## src/rtl/i2c_reg_arbiter.sv

```systemverilog
// Round-robin arbiter that lets several host ports share one register-file access
// channel. It handles one transaction at a time and times out if reg_ack never arrives.
module i2c_reg_arbiter #(
    parameter int NUM_PORTS = 3,
    parameter int AW        = 8,
    parameter int DW        = 32,
    parameter int TIMEOUT   = 255
) (
    input  logic                    clk,
    input  logic                    rst,
    input  logic [NUM_PORTS-1:0]    host_valid,
    input  logic [NUM_PORTS-1:0]    host_we,
    input  logic [NUM_PORTS*AW-1:0] host_addr,
    input  logic [NUM_PORTS*DW-1:0] host_wdata,
    output logic [NUM_PORTS-1:0]    host_ready,
    output logic [NUM_PORTS-1:0]    host_rvalid,
    output logic [DW-1:0]           host_rdata,
    output logic                    host_err,
    output logic                    reg_en,
    output logic                    reg_we,
    output logic [AW-1:0]           reg_addr,
    output logic [DW-1:0]           reg_wdata,
    input  logic [DW-1:0]           reg_rdata,
    input  logic                    reg_ack
);

    localparam int GW = (NUM_PORTS > 1) ? $clog2(NUM_PORTS) : 1;
    localparam logic [15:0] WaitLast = 16'(TIMEOUT - 1);

    typedef enum logic [1:0] {IDLE, ACCESS, RESP} state_t;

    state_t        state;
    logic [GW-1:0] last_grant;
    logic [GW-1:0] grant;
    logic [GW-1:0] sel;
    logic          any_valid;
    logic [15:0]   wait_cnt;
    logic          cap_we;
    logic [AW-1:0] cap_addr;
    logic [DW-1:0] cap_wdata;
    logic [DW-1:0] rdata_q;
    logic          err_q;

    // Scan from farthest to nearest so that the port closest after last_grant wins.
    always_comb begin
        sel       = last_grant;
        any_valid = 1'b0;
        for (int i = NUM_PORTS; i >= 1; i--) begin
            int idx;
            idx = (int'(last_grant) + i) % NUM_PORTS;
            if (host_valid[idx]) begin
                sel       = GW'(idx);
                any_valid = 1'b1;
            end
        end
    end

    always_ff @(posedge clk) begin
        if (rst) begin
            state      <= IDLE;
            last_grant <= GW'(NUM_PORTS - 1);
            grant      <= '0;
            wait_cnt   <= '0;
            cap_we     <= 1'b0;
            cap_addr   <= '0;
            cap_wdata  <= '0;
            rdata_q    <= '0;
            err_q      <= 1'b0;
        end else begin
            unique case (state)
                IDLE: begin
                    if (any_valid) begin
                        grant     <= sel;
                        cap_we    <= host_we[sel];
                        cap_addr  <= host_addr[int'(sel)*AW +: AW];
                        cap_wdata <= host_wdata[int'(sel)*DW +: DW];
                        wait_cnt  <= '0;
                        state     <= ACCESS;
                    end
                end
                ACCESS: begin
                    // An ack in the final wait cycle beats the timeout.
                    if (reg_ack) begin
                        rdata_q <= cap_we ? '0 : reg_rdata;
                        err_q   <= 1'b0;
                        state   <= RESP;
                    end else begin
                        wait_cnt <= wait_cnt + 16'd1;
                        if (wait_cnt == WaitLast) begin
                            rdata_q <= '0;
                            err_q   <= 1'b1;
                            state   <= RESP;
                        end
                    end
                end
                RESP: begin
                    last_grant <= grant;
                    state      <= IDLE;
                end
                default: state <= IDLE;
            endcase
        end
    end

    always_comb begin
        host_ready  = '0;
        host_rvalid = '0;
        host_rdata  = '0;
        host_err    = 1'b0;
        reg_en      = 1'b0;
        reg_we      = 1'b0;
        reg_addr    = '0;
        reg_wdata   = '0;
        if (!rst) begin
            unique case (state)
                IDLE: begin
                    if (any_valid) host_ready[sel] = 1'b1;
                end
                ACCESS: begin
                    reg_en    = 1'b1;
                    reg_we    = cap_we;
                    reg_addr  = cap_addr;
                    reg_wdata = cap_wdata;
                end
                RESP: begin
                    host_rvalid[grant] = 1'b1;
                    host_rdata         = rdata_q;
                    host_err           = err_q;
                end
                default: ;
            endcase
        end
    end

endmodule

```

## config.mk

```make
export PLATFORM = sky130hd
export DESIGN_NAME = i2c_reg_arbiter
export DESIGN_NICKNAME = d
export VERILOG_FILES = /design/src/rtl/i2c_reg_arbiter.sv
export SDC_FILE = /design/constraint.sdc
export NUM_CORES = 1
export LEC_CHECK = 0
export ABC_AREA = 0
export BUFFER_PORTS_ARGS = -buffer_cell sky130_fd_sc_hd__buf_2
export CAP_MARGIN = 20
export CORE_ASPECT_RATIO = 1.75
export CORE_UTILIZATION = 44
export CTS_CLUSTER_SIZE = 25
export DETAILED_ROUTE_END_ITERATION = 6
export PLACE_DENSITY = 0.9
export SYNTH_ARGS = -nofsm -noshare
export SYNTH_HDL_FRONTEND = slang
export SYNTH_SLANG_ARGS = --single-unit
```

## constraint.sdc

```tcl
create_clock -name clk -period 2.6 [get_ports clk]
set_clock_uncertainty 0.05 [all_clocks]
set_input_delay 0.13 -clock clk [delete_from_list [all_inputs] [get_ports clk]]
set_output_delay 0.13 -clock clk [all_outputs]
set_load 0.02 [all_outputs]
```

==> results.md <==
- Synth unique cells: 54
- Row cnt: 53
- Die area: 13,000 sq um
- Seq cells post-synth: 96
- Sink Count: 96
- Area delta synth->final: 52.1%
- Area contributors post-synth: dfxtp_1 35%, nand3_1 7.6%, a221o_1 7.2%, a22oi_1 5.6%, a31oi_1 4.7%
- CP Class: register to output port
- GRT Total Usage: 34.2%
- Setup_tns: 0 ps
- Leakage power total: 3.60 nW
- Proportion of layout cells with a drive suffix above 1: 34.1%
- Final-stage net count: 1,171
- Sequential share of the synthesized area: 34.7%
- H-tree Lvls: 3
- Num CTS Buffers: 9
- Clock Path Buffers: 2
- Area leader, netlist: dfxtp_1
- Final WL: 22,900 um
- RSZ-0062 raised after global routing: true
- Post-synth net total: 856
- CTS clock-pin slew for the worst setup and hold paths: 70 ps
- Hold wc startpoint: reg_ack
- Synth Cell Area: 5530 sq um
- Initial antenna violation count: 1
- CP peak stage delay: 390 ps
- Gpl congestion: 0.946
- Number of cells on the worst reg-to-reg path: 9
- VDD IR max: 352 uV
- Critical path origin: last_grant[1]$_SDFFE_PP1N_
- Clock latency on the worst-skew pair: 350 ps
- Worst EP required: 2420 ps
- Hold EP: err_q$_SDFFE_PP0P_
- Slew at the pin closest to its max-slew limit: 735 ps
- DRT iter0 DRCs: 444
- Delay-heaviest family, CP: compound AO/OA/AOI/OAI gates
- Share of the synthesized area in the top cell type: 34.7%
- R2R Path End: cap_wdata[0]$_SDFFE_PP0P_
- Core ar.: 12,100 sq um
- Vias in the first global route: 7,012
- Placed Instances: 1,064
- Crit path launch type: register
- Hold Path Class: input pin to register
- Post-Layout Cell Count: 1,175
- Synth top cells by count: 96 x dfxtp_1, 84 x nand3_1, 60 x nor2_1
- Clock Tree Root: clkbuf_16
- Status: finished clean
- Arrival time at the worst endpoint: 2380 ps
- Post-synthesis area per instance: 8.03 sq um
- Final Cycle Share: 98.5%
- First drt pass iteration count: 5
- First-pass GRT wire length: 34,700 um
- R2R setup slack: 70 ps
- Asr flop ratio synth: 0%
- DRC violations left: 0
- Peak Freq: 0.391 GHz
- Tmin final: 2560 ps
- Main synth FF type: dfxtp_1
- Crit path capture type: output port
- Antenna Nets Post-Route: 0
- Vias: 7,129
- Starting Density: 45.6%
- Finish-stage setup viols: 0
- Die Span Y: 150 um
- Chip Width: 86.8 um
- Largest net degree at the start of global routing: 42
- Post-DR wirelength/cell: 19.5 um
- Worst-path fanout max: 7
- Hold path depth: 2
- Cells after Synth: 689
- Slew Viols, Final: 0
- Normalized max-slew margin: 51.0%
- Io pins: 242
- Dpl hpwl: 13,300 um
- Max cap viols: 0
- Yosys warns: 0
- CP max stage cell: dfxtp_4
- FF-to-FF Start: last_grant[1]$_SDFFE_PP1N_
- Total power: 4.35 mW
- Via-per-instance ratio: 6.07
- Most frequent cell after synthesis: dfxtp_1
- Worst path cell trace: inv_4 > ha_4 > mux2_4 > and2_4 > buf_4 > o31a_4 > nand3b_4 > nor2_1 > o31a_1 > buf_6
- Final Hold Vio Count: 0
- Post-synth EDFFs: 0
- Overflow after GRT: 0
- CP Buf/Inv Count: 3
- PortBufs: 241
- CTS tree: yes
- Power Dens Cells: 517 nW/um^2
-- sequential cells by signal, indices dropped and copies added (netlist names), 2 cells and up --
name        flops
rdata_q        32
cap_addr        8
state           2
grant           2
wait_cnt       16
last_grant      2
cap_wdata      32
-- worst max-delay path by stage --
| stage | slack (ps) | depth (start not counted) | endpoint |
|---|---|---|---|
| final | 40 | 10 | host_ready[1] |
| after global routing | -30 | 10 | host_ready[2] |
| after CTS | -10 | 9 | host_ready[1] |
| after detailed placement | -110 | 9 | cap_wdata[15]$_SDFFE_PP0P_ |
| after global placement | -30 | 9 | cap_addr[3]$_SDFFE_PP0P_ |
| after floorplan | 10 | 11 | cap_addr[0]$_SDFFE_PP0P_ |
-- metal layers --
layer  up-vias  share of wire (%)  GRT usage (%)
met2       539                 51           58.6
li1       3184                  -              -
met3       125                8.9           8.00
met1      3281                 34           36.1
met4         0                6.9           24.9
met5         -                  0              0
-- power by group --
| part | leakage (nW) | total, mW | switching (mW) | internal (mW) |
|---|---|---|---|---|
| Sequential | 0.785 | 1.73 | 0.0964 | 1.63 |
| Clock | 0.150 | 1.36 | 0.675 | 0.689 |
| Combinational | 2.67 | 1.26 | 0.683 | 0.577 |
-- area by class of cell --
cell class,count,area (sq um)
Antenna cell,1,2.50
Tap cell,165,206
Timing Repair Buffer,362,2440
Clock inverter,7,81.3
Multi-Input combinational cell,528,3510
Fill cell,900,3720
Sequential cell,96,1930
Inverter,7,28.8
Clock buffer,9,225
-- logic make-up after synthesis --
logic type / after synthesis / share of synthesized area, %
simple gates: 305 / 28.9
compound gates: 193 / 25.8
flops: 96 / 34.7
buf+inv: 70 / 5.81
xor+xnor: 12 / 1.90
mux: 7 / 1.45
fa+ha+maj: 6 / 1.36
-- timing repair --
action	in CTS	in global routing
resized for setup	21	18
endpoints found under the hold margin	73	0
setup buffers	7	7
pin swaps	8	8
cloned	5	2
setup endpoints to repair	44	43
hold buffers	73	0
-- cell usage in the layout, fill, tap and decap left out, types with 9 or more instances in the layout --
master,count
nand2_1,42
buf_4,38
nor2_1,57
a31oi_1,41
a221o_1,40
clkbuf_16,9
and2_1,41
buf_2,239
dlygate4sd3_1,73
o21ai_0,39
a22oi_1,41
nand2b_1,37
nand3_1,84
xnor2_1,9
dfxtp_1,94
-- metrics by stage --
| step | cell area (sq um) | utilization [%] | worst slack [ps] | hold WS [ps] |
|---|---|---|---|---|
| 3_5_place_dp | 7020 | 57.8 | -113 | 281 |
| 3_3_place_gp | 7020 | 57.8 | -28.4 | 276 |
| 5_1_grt | 8420 | 69.3 | -29.0 | 48.1 |
| 4_1_cts | 8290 | 68.3 | -10.9 | 22.6 |
| 6_report | 8420 | 69.3 | 40.1 | 37.1 |
| 2_1_floorplan | 5530 | - | 12.9 | 177 |
Power figures use the tool's default switching activity.
